**src/rtl/microcode_sequencer_if.sv**
```systemverilog
// Handshake, ROM-field and status bundle between the microcode sequencer and its
// surroundings (decode stage, microcode ROM, bus unit and interrupt controller).
interface microcode_sequencer_if #(
  parameter int ADDR_W = 7
);
  logic              instr_valid;
  logic [ADDR_W-1:0] instr_entry;
  logic              instr_ready;
  logic [ADDR_W-1:0] uop_addr;
  logic              exec_en;
  logic              ctrl_last;
  logic              ctrl_mem_req;
  logic              ctrl_cond_en;
  logic              ctrl_halt;
  logic              cond_met;
  logic              mem_ready;
  logic              irq_pending;
  logic              irq_ack;
  logic              instr_done;
  logic              uop_overrun;

  modport master (
    output instr_valid, instr_entry, ctrl_last, ctrl_mem_req, ctrl_cond_en,
           ctrl_halt, cond_met, mem_ready, irq_pending,
    input  instr_ready, uop_addr, exec_en, irq_ack, instr_done, uop_overrun
  );

  modport slave (
    input  instr_valid, instr_entry, ctrl_last, ctrl_mem_req, ctrl_cond_en,
           ctrl_halt, cond_met, mem_ready, irq_pending,
    output instr_ready, uop_addr, exec_en, irq_ack, instr_done, uop_overrun
  );
endinterface

```
**src/rtl/microcode_sequencer.sv**
```systemverilog
// Walks the microcode ROM through each instruction's micro-ops, gating commit on
// bus stalls and dispatching interrupts only at instruction boundaries.
module microcode_sequencer #(
  parameter int              ADDR_W    = 7,
  parameter logic [ADDR_W-1:0] IRQ_ENTRY = 7'h78,
  parameter int              MAX_UOPS  = 8
) (
  input  logic                  clk,
  input  logic                  rst_n,
  microcode_sequencer_if.slave  bus
);
  localparam int STEP_W = (MAX_UOPS > 1) ? $clog2(MAX_UOPS) : 1;

  typedef enum logic [1:0] {IDLE, EXEC, HALT} state_t;

  state_t            state_q;
  logic [ADDR_W-1:0] uop_addr_q;
  logic [STEP_W-1:0] step_q;
  logic              irq_ack_q;
  logic              overrun_q;

  logic commit;
  logic at_limit;
  logic natural_retire;
  logic halt_now;
  logic retire;
  logic overrun_hit;
  logic boundary;
  logic take_irq;
  logic take_instr;

  assign commit         = (state_q == EXEC) && !(bus.ctrl_mem_req && !bus.mem_ready);
  assign at_limit       = (step_q == STEP_W'(MAX_UOPS - 1));
  assign natural_retire = bus.ctrl_last || (bus.ctrl_cond_en && !bus.cond_met);
  assign halt_now       = commit && bus.ctrl_halt;
  // HALT wins over the step limit; otherwise the limit forces a retire.
  assign retire         = commit && !bus.ctrl_halt && (natural_retire || at_limit);
  assign overrun_hit    = commit && !bus.ctrl_halt && !natural_retire && at_limit;

  // Interrupts may enter at any instruction boundary, including out of HALT.
  assign boundary   = (state_q == IDLE) || retire;
  assign take_irq   = bus.irq_pending && (boundary || (state_q == HALT));
  assign take_instr = bus.instr_valid && bus.instr_ready;

  assign bus.instr_ready = boundary && !bus.irq_pending;
  assign bus.uop_addr    = uop_addr_q;
  assign bus.exec_en     = commit;
  assign bus.instr_done  = halt_now || retire;
  assign bus.irq_ack     = irq_ack_q;
  assign bus.uop_overrun = overrun_q;

  always_ff @(posedge clk or negedge rst_n) begin
    if (!rst_n) begin
      state_q    <= IDLE;
      uop_addr_q <= '0;
      step_q     <= '0;
      irq_ack_q  <= 1'b0;
      overrun_q  <= 1'b0;
    end else begin
      irq_ack_q <= 1'b0;
      if (overrun_hit) overrun_q <= 1'b1;

      if (take_irq) begin
        state_q    <= EXEC;
        uop_addr_q <= IRQ_ENTRY;
        step_q     <= '0;
        irq_ack_q  <= 1'b1;
      end else if (take_instr) begin
        state_q    <= EXEC;
        uop_addr_q <= bus.instr_entry;
        step_q     <= '0;
      end else if (halt_now) begin
        state_q <= HALT;
      end else if (retire) begin
        state_q <= IDLE;
      end else if (commit) begin
        uop_addr_q <= uop_addr_q + 1'b1;
        step_q     <= step_q + 1'b1;
      end
    end
  end
endmodule

```
**src/flat_wrapper.sv**
```systemverilog
// flat-port wrapper written by rule: the top's interface ports become plain ports
module microcode_sequencer_flat 
#(
  parameter int              ADDR_W    = 7,
  parameter logic [ADDR_W-1:0] IRQ_ENTRY = 7'h78,
  parameter int              MAX_UOPS  = 8
)
  (clk, rst_n, bus_instr_valid, bus_instr_entry, bus_ctrl_last, bus_ctrl_mem_req, bus_ctrl_cond_en, bus_ctrl_halt, bus_cond_met, bus_mem_ready, bus_irq_pending, bus_instr_ready, bus_uop_addr, bus_exec_en, bus_irq_ack, bus_instr_done, bus_uop_overrun);
  microcode_sequencer_if #(.ADDR_W(ADDR_W)) bus_i ();
  input  logic clk;
  input  logic rst_n;
  input wire logic [$bits(bus_i.instr_valid)-1:0] bus_instr_valid;
  input wire logic [$bits(bus_i.instr_entry)-1:0] bus_instr_entry;
  input wire logic [$bits(bus_i.ctrl_last)-1:0] bus_ctrl_last;
  input wire logic [$bits(bus_i.ctrl_mem_req)-1:0] bus_ctrl_mem_req;
  input wire logic [$bits(bus_i.ctrl_cond_en)-1:0] bus_ctrl_cond_en;
  input wire logic [$bits(bus_i.ctrl_halt)-1:0] bus_ctrl_halt;
  input wire logic [$bits(bus_i.cond_met)-1:0] bus_cond_met;
  input wire logic [$bits(bus_i.mem_ready)-1:0] bus_mem_ready;
  input wire logic [$bits(bus_i.irq_pending)-1:0] bus_irq_pending;
  output wire logic [$bits(bus_i.instr_ready)-1:0] bus_instr_ready;
  output wire logic [$bits(bus_i.uop_addr)-1:0] bus_uop_addr;
  output wire logic [$bits(bus_i.exec_en)-1:0] bus_exec_en;
  output wire logic [$bits(bus_i.irq_ack)-1:0] bus_irq_ack;
  output wire logic [$bits(bus_i.instr_done)-1:0] bus_instr_done;
  output wire logic [$bits(bus_i.uop_overrun)-1:0] bus_uop_overrun;
  assign bus_i.instr_valid = bus_instr_valid;
  assign bus_i.instr_entry = bus_instr_entry;
  assign bus_i.ctrl_last = bus_ctrl_last;
  assign bus_i.ctrl_mem_req = bus_ctrl_mem_req;
  assign bus_i.ctrl_cond_en = bus_ctrl_cond_en;
  assign bus_i.ctrl_halt = bus_ctrl_halt;
  assign bus_i.cond_met = bus_cond_met;
  assign bus_i.mem_ready = bus_mem_ready;
  assign bus_i.irq_pending = bus_irq_pending;
  assign bus_instr_ready = bus_i.instr_ready;
  assign bus_uop_addr = bus_i.uop_addr;
  assign bus_exec_en = bus_i.exec_en;
  assign bus_irq_ack = bus_i.irq_ack;
  assign bus_instr_done = bus_i.instr_done;
  assign bus_uop_overrun = bus_i.uop_overrun;
  microcode_sequencer #(.ADDR_W(ADDR_W), .IRQ_ENTRY(IRQ_ENTRY), .MAX_UOPS(MAX_UOPS)) u_core (.clk(clk), .rst_n(rst_n), .bus(bus_i));
endmodule
```
**config.mk**
```make
export PLATFORM = sky130hd
export DESIGN_NAME = microcode_sequencer_flat
export DESIGN_NICKNAME = d
export VERILOG_FILES = /design/src/rtl/microcode_sequencer_if.sv /design/src/rtl/microcode_sequencer.sv /design/src/flat_wrapper.sv
export SDC_FILE = /design/constraint.sdc
export NUM_CORES = 1
export LEC_CHECK = 0
export ABC_AREA = 1
export CAP_MARGIN = 20
export CORE_MARGIN = 4
export CORE_UTILIZATION = 50
export CTS_BUF_LIST = sky130_fd_sc_hd__clkbuf_8
export DETAILED_ROUTE_END_ITERATION = 10
export PLACE_DENSITY = 0.86
export SLEW_MARGIN = 20
export SYNTH_ARGS = -nofsm -noshare
export SYNTH_HDL_FRONTEND = slang
export SYNTH_SLANG_ARGS = --single-unit
```
**constraint.sdc**
```tcl
create_clock -name clk -period 2.7 [get_ports clk]
set_input_delay 0.27 -clock clk [delete_from_list [all_inputs] [get_ports clk]]
set_output_delay 0.27 -clock clk [all_outputs]
set_load 0.01 [all_outputs]
```
==> out/metrics.csv, run 1 <==
stage,metric,value,unit
timing,Final Max Slew Viols,0,
timing,setup violators final,0,
cts,Num Clock Sinks,14,
layout,Multi-input gate area,474,um^2
route,routed wire length,2200,um
timing,Fin. Hold Viols,0,
floorplanning,Core Area,1710,um^2
synthesis,Yosys top cell area share,0.391,
route,via count,860,
critical_path,largest stage delay on the critical path,0.58,ns
timing,minimum clock period,2.32,ns
timing,clk_skew,0.00191,ns
cts,CTS tree,built,
critical_path,peak fanout along the critical path,4,
power_and_ir_drop,Sw Share,0.403,
place,Port-buffer cells,28,
floorplanning,Rows,15,
timing,hold_ws,0.420,ns
cts,Max Root-Sink Buffers,2,
place,routability-driven placement congestion ratio,0.784,
cts,hold buffers post-CTS,0,
power_and_ir_drop,LEAKAGE,0.656,nW
grt,vias in the first global route,894,
power_and_ir_drop,Switch Pwr,0.461,mW
critical_path,"most used cell, CP",ha_1,
layout,# nets final,167,
power_and_ir_drop,Reg power frac,0.312,
critical_path,"reg-to-reg slack, setup",0.61,ns
critical_path,worst reg2reg endpoint,u_core.step_q[2],
layout,"commonest non-fill, non-tap cells in the layout","45 x nand2_1, 28 x clkdlybuf4s50_1, 14 x dfrtp_1",
power_and_ir_drop,pwr dens,917,nW/um^2
route,DR WL/cell,12.9,um
route,routed vias/inst,5.03,
cts,Post-CTS Repair Setup Buffers,0,
route,Final ANT Viol Nets,0,
grt,first-pass GRT wire length,3710,um
synthesis,sequential fraction of the synthesis area,0.391,
layout,Util after Layout,0.730,
critical_path,critical path class,flip-flop to output pin,
worst_hold_path,Worst Hold Class,primary input to async pin,
critical_path,crit end category,output pin,
layout,antenna diode count,0,
layout,"most common cell after layout, fill and taps aside",nand2_1,
floorplanning,Die Y,50.3,um
timing,RSZ-0062 raised after global routing,false,
timing,worst slew pin tran,0.651,ns
layout,FILL cells,135,
cts,Num CTS Buffers,3,
floorplanning,I/O pin count,29,
outcome,outcome,completed,
layout,FF/Latch Area,350,um^2
timing,final period utilization,0.859,
critical_path,Startpoint Class,flip-flop,
power_and_ir_drop,Pint,0.682,mW
synthesis,Post-Syn Instances,116,
floorplanning,Die ar.,2530,um^2
flow_run,max-cap viol count,0,
cts,H-tree depth,1,
critical_path,critical path's slowest cell,clkdlybuf4s50_1,
synthesis,post-synth net total,136,
floorplanning,Die W,50.3,um
critical_path,Worst Path Arrival,2.05,ns
route,DR iter-0 viols,10,
synthesis,synthesized flop and latch total,14,
critical_path,buffers and inverters on the worst path,2,
timing,Fin Setup TNS,0,ns
synthesis,Post-Syn Area,896,um^2
floorplanning,Initial Util,0.525,
cts,"Reg clk slew, reported paths",0.06,ns
power_and_ir_drop,Comb power frac,0.507,
synthesis,Synth area leader,dfrtp_1,
timing,Rel. slew slack,0.564,
synthesis,Avg Inst Size Synth,7.72,um^2
critical_path,Crit path max-delay family,buffers and inverters,
grt,GRT Total Usage,0.195,
critical_path,worst reg2reg startpoint,u_core.step_q[0],
power_and_ir_drop,clock power share,0.181,
grt,grt ovf,0,
route,# DRC,0,
synthesis,Synth area leaders,"dfrtp_1 39%, nand2_1 19%, nand3_1 6.1%",
layout,P&R area growth vs syn,39.2,%
synthesis,Ys Warns,0,
synthesis,distinct cell type count of the synthesized netlist,23,
place,post-DP HPWL,1670,um
timing,FMAX,431,MHz
route,First-pass DRT Iterations,4,
power_and_ir_drop,Max VDD drop,0.685,mV
cts,"Clk Latency, worst-skew pair",0.25,ns
grt,pin count of the biggest net entering global routing,15,
critical_path,CP Cell Sequence,ha_1 -> ha_1 -> inv_1 -> nand3_1 -> nand3_4 -> a21oi_2 -> clkdlybuf4s50_1,
layout,share of cells above drive strength 1,0.116,
grt,initial antenna violation count,0,
cts,Post-CTS Resized,0,
critical_path,Reg2Reg Depth,11,
cts,Root Buffer,clkbuf_8,
critical_path,Worst EP required,2.43,ns
## metrics by stage
stage                     std cells  worst slack (ns)  cell area (um^2)  power (mW)
after floorplan                 116              1.07               896       0.702
final                           171             0.380              1250        1.14
after global placement          167             0.638              1190       0.912
after CTS                       171             0.381              1250        1.14
after detailed placement        167             0.587              1190       0.937
after global routing            171             0.249              1250        1.23
## worst register-to-register path: stages, from the launching register on
cell and delay (ns):
dfrtp_1 0.40, ha_1 0.21, ha_1 0.19, inv_1 0.07
nand3_1 0.13, nand3_4 0.11, nand2_2 0.10, nand3_2 0.22
nand3_2 0.21, inv_2 0.21, nand2_1 0.09, nand2_1 0.08
## metal layers
metal / wire length [um] / track usage / up-vias / part of all wire
met5: 0 / 0 / - / 0
met4: 38 / 0.108 / 0 / 0.017
met3: 160 / 0.0564 / 6 / 0.073
met2: 1060 / 0.330 / 35 / 0.48
met1: 945 / 0.218 / 390 / 0.43
li1: - / - / 429 / -
## layout make-up
class                   instances  area share
multi-input cells              85       0.380
clock buffers                   4      0.0441
inverters                      15      0.0451
repair buffers                 28       0.225
flip-flops and latches         14       0.281
well taps                      25      0.0251
## Yosys cell counts
cell and instances:
a21oi_1 1, a21oi_2 1, a21oi_4 1, a31o_2 1, buf_6 1, clkbuf_1 1
dfrtp_1 14, ha_1 3, inv_1 13, inv_2 2, mux2i_1 1, nand2_1 45
nand2_2 3, nand3_1 11, nand3_2 2, nand3_4 1, nand4_1 4, nor2_1 1
nor2_2 1, nor2_4 1, nor3_1 2, o211ai_1 1, xor2_1 5
## cell families (layout without fill, tap and decap cells)
family / Yosys count / in the layout / share of synthesized area
xor+xnor: 5 / 5 / 0.0489
flops: 14 / 14 / 0.391
mux: 1 / 1 / 0.0112
compound gates: 5 / 5 / 0.0517
buf+inv: 17 / 47 / 0.0796
fa+ha+maj: 3 / 3 / 0.0419
simple gates: 71 / 71 / 0.376
## state kept, by name, summed over array words and instances (netlist names)
| signal | flops |
|---|---|
| u_core.bus.uop_addr | 7 |
| u_core.step_q | 3 |
| u_core.state_q | 2 |
| u_core.bus.irq_ack | 1 |
| u_core.bus.uop_overrun | 1 |
## worst max path at each step
stage | startpoint | end | slack (ns) | cells past startpoint
finish | u_core.step_q[0] | bus_instr_ready | 0.38 | 7
global route | u_core.step_q[0] | bus_instr_ready | 0.25 | 7
CTS | u_core.step_q[0] | bus_instr_ready | 0.38 | 7
detailed placement | bus_mem_ready | bus_instr_ready | 0.59 | 6
global placement | bus_mem_ready | bus_instr_ready | 0.64 | 6
floorplan | u_core.step_q[0] | u_core.bus.uop_addr[2] | 1.07 | 11
## power groups by stage
stage	Clock (mW)	Combinational, mW	Sequential [mW]
floorplan	0	0.331	0.370
global placement	0	0.557	0.355
detailed placement	0	0.577	0.360
CTS	0.205	0.582	0.356
global route	0.219	0.647	0.367
finish	0.207	0.580	0.357
Note: power is estimated with default switching activity, not from simulation.
==> run 2: changes to the inputs <==
- ABC_AREA: 1 -> unset
- CORE_UTILIZATION: 50 -> 49
- PLACE_DENSITY: 0.86 -> 0.87
- SKIP_LAST_GASP: unset -> 1
==> run 2 against run 1 <==
Total power shrank 13%. Non-clock buffer count grew 2. Setup slack lost 0.16 ns. Clock skew is essentially flat. Global-route usage shrank 1.4 points.
==> out/metrics.csv, run 2 <==
stage,metric,value,unit,change
critical_path,Worst Path Arrival,2.21,ns,+0.16 ns
synthesis,synthesized flop and latch total,14,,unchanged
place,post-DP HPWL,1450,um,-13%
critical_path,worst reg2reg startpoint,u_core.state_q[0],,
timing,Fin Setup TNS,0,ns,unchanged
synthesis,Synth area leader,dfrtp_1,,
timing,final period utilization,0.919,,+0.0598
grt,initial antenna violation count,0,,unchanged
layout,P&R area growth vs syn,44.7,%,
layout,share of cells above drive strength 1,0.112,,-0.00437
floorplanning,Initial Util,0.530,,+0.00501
critical_path,largest stage delay on the critical path,0.58,ns,about the same
synthesis,most frequent cells after synthesis,"14 x dfrtp_1, 13 x nor2_1, 5 x o21ai_0",,
floorplanning,Die Y,48.6,um,-3.5%
layout,max reg flops,7,,unchanged
synthesis,Post-Syn Area,807,um^2,-9.9%
route,First-pass DRT Iterations,4,,unchanged
timing,Final Max Slew Viols,0,,unchanged
critical_path,peak fanout along the critical path,5,,+1
route,via count,757,,-12%
critical_path,critical path's slowest cell,clkdlybuf4s50_1,,
floorplanning,Die ar.,2360,um^2,-6.8%
floorplanning,Core Area,1520,um^2,-11%
synthesis,post-synth net total,104,,-24%
cts,Num Clock Sinks,14,,unchanged
timing,minimum clock period,2.48,ns,+0.162 ns
cts,"Clk Latency, worst-skew pair",0.25,ns,about the same
power_and_ir_drop,clock power share,0.210,,+0.029
cts,Post-CTS Repair Setup Buffers,0,,unchanged
grt,GRT Total Usage,0.182,,-0.0137
route,routed wire length,1990,um,-9.3%
route,DR iter-0 viols,17,,+7
layout,"commonest non-fill, non-tap cells in the layout","28 x clkdlybuf4s50_1, 14 x dfrtp_1, 13 x nor2_1",,
synthesis,Post-synth EDFFs,0,,unchanged
critical_path,Worst EP required,2.43,ns,about the same
synthesis,Synth area leaders,"dfrtp_1 43%, nor2_1 6.0%, ha_1 4.7%",,
layout,# nets final,137,,-18%
synthesis,Yosys top cell area share,0.434,,+0.0430
route,# DRC,0,,unchanged
place,routability-driven placement congestion ratio,0.822,,+4.8%
synthesis,Avg Inst Size Synth,9.61,um^2,+24%
timing,setup violators final,0,,unchanged
cts,hold buffers post-CTS,0,,unchanged
worst_hold_path,Worst Hold Class,primary input to async pin,,
critical_path,Setup crit start,u_core.step_q[0],,
route,Final ANT Viol Nets,0,,unchanged
cts,"Reg clk slew, reported paths",0.06,ns,about the same
power_and_ir_drop,Reg power frac,0.353,,+0.041
cts,Max Root-Sink Buffers,2,,unchanged
synthesis,Post-Syn Instances,84,,-28%
cts,Root Buffer,clkbuf_8,,
synthesis,Ys Warns,0,,unchanged
power_and_ir_drop,Pint,0.657,mW,-3.8%
timing,RSZ-0062 raised after global routing,false,,
floorplanning,Die W,48.6,um,-3.5%
power_and_ir_drop,LEAKAGE,0.547,nW,-17%
route,DR WL/cell,15.1,um,+17%
layout,FILL cells,97,,-28%
critical_path,Crit path max-delay family,compound AO/OA/AOI/OAI gates,,
synthesis,"count leader, synth",dfrtp_1,,
timing,FMAX,403,MHz,-6.5%
cts,CTS tree,built,,
timing,clk_skew,0.00215,ns,+0.000238 ns
grt,vias in the first global route,779,,-13%
timing,Rel. slew slack,0.573,,+0.00831
power_and_ir_drop,Max VDD drop,0.518,mV,-24%
synthesis,Synth Flop Type,dfrtp_1,,
synthesis,sequential fraction of the synthesis area,0.434,,+0.0430
grt,first-pass GRT wire length,3360,um,-9.5%
synthesis,"Async S/R FF share, synth",1.00,,unchanged
critical_path,CP Cell Sequence,ha_1 -> ha_1 -> nor2_1 -> a211o_1 -> a21boi_0 -> clkdlybuf4s50_1,,
cts,Num CTS Buffers,3,,unchanged
cts,H-tree depth,1,,unchanged
grt,pin count of the biggest net entering global routing,15,,unchanged
critical_path,buffers and inverters on the worst path,1,,-1
layout,FF/Latch Area,350,um^2,unchanged
critical_path,Startpoint Class,flip-flop,,
timing,Fin. Hold Viols,0,,unchanged
floorplanning,Rows,14,,-1
place,Port-buffer cells,28,,unchanged
floorplanning,I/O pin count,29,,unchanged
power_and_ir_drop,Comb power frac,0.437,,-0.070
layout,antenna diode count,0,,unchanged
critical_path,"most used cell, CP",ha_1,,
grt,grt ovf,0,,unchanged
layout,Util after Layout,0.766,,+0.0356
critical_path,crit end category,output pin,,
layout,Multi-input gate area,432,um^2,-9.0%
power_and_ir_drop,pwr dens,853,nW/um^2,-7.0%
route,routed vias/inst,5.73,,+14%
layout,"most common cell after layout, fill and taps aside",clkdlybuf4s50_1,,
power_and_ir_drop,Sw Share,0.341,,-0.0628
timing,worst slew pin tran,0.639,ns,-0.0124 ns
cts,Post-CTS Resized,0,,unchanged
synthesis,distinct cell type count of the synthesized netlist,31,,+35%
critical_path,critical path class,flip-flop to output pin,,
power_and_ir_drop,Switch Pwr,0.339,mW,-26%
flow_run,max-cap viol count,0,,unchanged
outcome,outcome,completed,,
[run 2: cell count changes after synthesis, moves of 5 or more]
cell,change
inv_1,-10
nand2_1,-42
xor2_1,-5
o21ai_0,+5
nand3_1,-10
nor2_1,+12
[run 2: logic make-up after synthesis]
family,after synthesis,synth area share
xor gates and xnor gates,1,0.0109
DFF,14,0.434
AOI/OAI and AO/OA,24,0.231
buffers and inverters,6,0.0310
muxes,2,0.0248
and+or+nand+nor,34,0.222
adders and majority gates,3,0.0465
[run 2: worst reg2reg max path, delay by kind of cell, from the launching register on]
kind,cells,cell delay [ns]
buffers and inverters,1,0.08
and+or+nand+nor,3,1.07
DFF,1,0.43
AOI/OAI and AO/OA,1,0.26
[run 2: layer usage]
metal | share of wire | GRT usage | wire length (um)
met5 | 0 | 0 | 0
met4 | 0.019 | 0.0852 | 38
met3 | 0.057 | 0.0521 | 113
met2 | 0.50 | 0.304 | 1000
met1 | 0.42 | 0.210 | 839
[run 2: layout make-up]
cell class	instances	share of cell area
multi-input combinational	64	0.370
clock buffer	4	0.0472
timing repair buffer	30	0.253
tap	16	0.0171
sequential	14	0.300
inverter	4	0.0129
[run 2: final timing paths]
check                      cells past startpoint                     end  slack [ns]
max                                            6         bus_instr_ready        0.22
min reg2reg                                    1  u_core.bus.uop_overrun        0.47
min                                            1  u_core.bus.uop_addr[4]        0.42
max in group asynchronous                      1  u_core.bus.uop_overrun        1.87
max reg2reg                                    5  u_core.bus.uop_addr[1]        0.74
min in group clk                               1  u_core.bus.uop_overrun        0.47
[run 2: power by group through the flow]
stage	Combinational, mW	Sequential (mW)	Clock [mW]
floorplan	0.207	0.361	0
global placement	0.426	0.348	0
detailed placement	0.431	0.353	0
CTS	0.440	0.350	0.212
global route	0.477	0.364	0.225
finish	0.435	0.351	0.209
[run 2: stage by stage]
stage          worst slack (ns)  instances  area [um^2]  hold WS, ns  total power [mW]
5_1_grt                  0.0577        132         1170        0.460              1.07
4_1_cts                   0.211        132         1170        0.432              1.00
6_report                  0.219        132         1170        0.415             0.996
3_3_place_gp              0.484        128         1110        0.451             0.774
2_1_floorplan             0.704         84          807      -0.0256             0.568
3_5_place_dp              0.469        128         1110        0.465             0.784
==> run 3: changes to the inputs <==
- CAP_MARGIN: 20 -> 25
- CELL_PAD_IN_SITES_DETAIL_PLACEMENT: unset -> 0
- CELL_PAD_IN_SITES_GLOBAL_PLACEMENT: unset -> 1
- CORE_UTILIZATION: 49 -> 36
- PLACE_DENSITY: 0.87 -> 0.86
==> run 3 against run 2 <==
Global-route usage shrank 5.3 points. Wire length shrank 1.4%. Worst hold slack gained 0.017 ns. Non-clock buffer count is the same. Critical endpoint unchanged. Sequential share of layout area shrank 0.35 points.
==> out/metrics.csv, run 3 (synthesis gave the netlist of run 2 again) <==
stage,metric,value,unit,change
timing,RSZ-0062 raised after global routing,false,,
grt,GRT Total Usage,0.128,,-0.0533
route,Final ANT Viol Nets,0,,unchanged
timing,Rel. slew slack,0.551,,-0.0215
cts,hold buffers post-CTS,0,,unchanged
timing,minimum clock period,2.51,ns,+0.0258 ns
route,routed vias/inst,5.15,,-10%
floorplanning,Rows,16,,+2
layout,"most common cell after layout, fill and taps aside",clkdlybuf4s50_1,,
timing,FMAX,399,MHz,-1.0%
cts,Root Buffer,clkbuf_8,,
cts,Max Root-Sink Buffers,2,,unchanged
timing,final period utilization,0.928,,+0.00956
floorplanning,Core Area,2040,um^2,+34%
place,post-DP HPWL,1520,um,+5.2%
layout,P&R area growth vs syn,46.4,%,
power_and_ir_drop,Max VDD drop,0.439,mV,-15%
cts,Post-CTS Resized,0,,unchanged
cts,Post-CTS Repair Setup Buffers,0,,unchanged
timing,worst slew pin tran,0.671,ns,+0.0321 ns
critical_path,crit end category,output pin,,
cts,Num CTS Buffers,3,,unchanged
cts,"Reg clk slew, reported paths",0.06,ns,about the same
critical_path,critical path's slowest cell,clkdlybuf4s50_1,,
cts,"Clk Latency, worst-skew pair",0.25,ns,about the same
critical_path,Reg2Reg Depth,7,,+2
outcome,outcome,completed,,
layout,max reg flops,7,,unchanged
timing,Fin. Hold Viols,0,,unchanged
place,Placement Setup Slack,0.460,ns,-0.00897 ns
timing,Final Max Slew Viols,0,,unchanged
critical_path,Worst EP required,2.43,ns,about the same
layout,"commonest non-fill, non-tap cells in the layout","28 x clkdlybuf4s50_1, 14 x dfrtp_1, 13 x nor2_1",,
critical_path,worst reg2reg startpoint,u_core.step_q[0],,
route,DR iter-0 viols,23,,+6
critical_path,largest stage delay on the critical path,0.58,ns,about the same
floorplanning,Initial Util,0.395,,-0.134
grt,pin count of the biggest net entering global routing,15,,unchanged
layout,# nets final,137,,unchanged
route,First-pass DRT Iterations,4,,unchanged
layout,FILL cells,189,,+95%
layout,share of cells above drive strength 1,0.112,,unchanged
critical_path,"most used cell, CP",ha_1,,
grt,vias in the first global route,697,,-11%
critical_path,critical path class,flip-flop to output pin,,
route,routed wire length,1970,um,-1.4%
route,DR WL/cell,13.7,um,-9.0%
layout,antenna diode count,0,,unchanged
timing,post-route setup slack,0.193,ns,-0.0258 ns
grt,initial antenna violation count,0,,unchanged
critical_path,CP Cell Sequence,ha_1 -> ha_1 -> nor2_1 -> a211o_1 -> a21boi_0 -> clkdlybuf4s50_1,,
timing,Fin Setup TNS,0,ns,unchanged
cts,Num Clock Sinks,14,,unchanged
power_and_ir_drop,pwr dens,837,nW/um^2,-1.9%
floorplanning,I/O pin count,29,,unchanged
grt,first-pass GRT wire length,3130,um,-6.8%
place,routability-driven placement congestion ratio,0.805,,-2.0%
grt,grt ovf,0,,unchanged
critical_path,Startpoint Class,flip-flop,,
floorplanning,Die Y,55.3,um,+14%
cts,CTS tree,built,,
timing,hold_ws,0.432,ns,+0.0165 ns
place,Port-buffer cells,28,,unchanged
worst_hold_path,Worst Hold Class,primary input to async pin,,
power_and_ir_drop,LEAKAGE,0.547,nW,unchanged
timing,setup violators final,0,,unchanged
critical_path,worst reg2reg endpoint,u_core.bus.uop_addr[6],,
floorplanning,Die W,55.3,um,+14%
cts,H-tree depth,1,,unchanged
route,via count,736,,-2.8%
timing,clk_skew,0.00200,ns,-0.000148 ns
floorplanning,Die ar.,3060,um^2,+30%
flow_run,max-cap viol count,0,,unchanged
route,# DRC,0,,unchanged
critical_path,Worst Path Arrival,2.24,ns,+0.03 ns
critical_path,"reg-to-reg slack, setup",0.72,ns,-0.02 ns
critical_path,peak fanout along the critical path,5,,unchanged
[run 3: cell counts in the layout (fill, tap and decap cells not counted)]
Identical to the previous run, type by type.
[run 3: metal layers]
metal / wire length (um) / share of wire / track usage / up-vias
met1: 833 / 0.42 / 0.147 / 350
met3: 134 / 0.068 / 0.0583 / 0
li1: - / - / - / 369
met2: 998 / 0.51 / 0.216 / 17
met5: 0 / 0 / 0 / -
met4: 0 / 0 / 0.0313 / 0
[run 3: final cells by class]
type,count,area (um^2),share of cell area
clock buffers,4,55.1,0.0466
inverters,4,15.0,0.0127
well taps,27,33.8,0.0286
multi-input cells,64,432,0.365
flip-flops and latches,14,350,0.297
repair buffers,30,295,0.250
[run 3: metrics by stage]
stage,instances,total power [mW],cell area (um^2),util
2_1_floorplan,84,0.568,807,-
3_3_place_gp,139,0.779,1130,0.551
3_5_place_dp,139,0.791,1130,0.551
4_1_cts,143,1.00,1180,0.578
5_1_grt,143,1.06,1180,0.578
6_report,143,0.988,1180,0.578
[run 3: worst max-delay path by stage]
stage	start	slack, ns	to	cells past startpoint
4_1_cts	u_core.step_q[0]	0.18	bus_instr_ready	6
3_3_place_gp	bus_cond_met	0.47	bus_instr_ready	5
5_1_grt	u_core.step_q[0]	0.06	bus_instr_ready	6
3_5_place_dp	bus_cond_met	0.46	bus_instr_ready	5
6_report	u_core.step_q[0]	0.19	bus_instr_ready	6
2_1_floorplan	u_core.step_q[0]	0.70	u_core.bus.uop_addr[3]	7
[run 3: power by group]
part / internal (mW) / switching, mW / total [mW]
combinational: 0.251 / 0.183 / 0.434
sequential: 0.278 / 0.0715 / 0.350
clock: 0.129 / 0.0757 / 0.205
total: 0.658 / 0.330 / 0.988
[run 3: worst max-delay path, delay by kind of cell, from the launching register on]
family,cells,cell delay (ns)
AOI/OAI and AO/OA,2,0.58
buffers and inverters,1,0.58
DFF,1,0.38
adders and majority gates,2,0.38
and+or+nand+nor,1,0.07
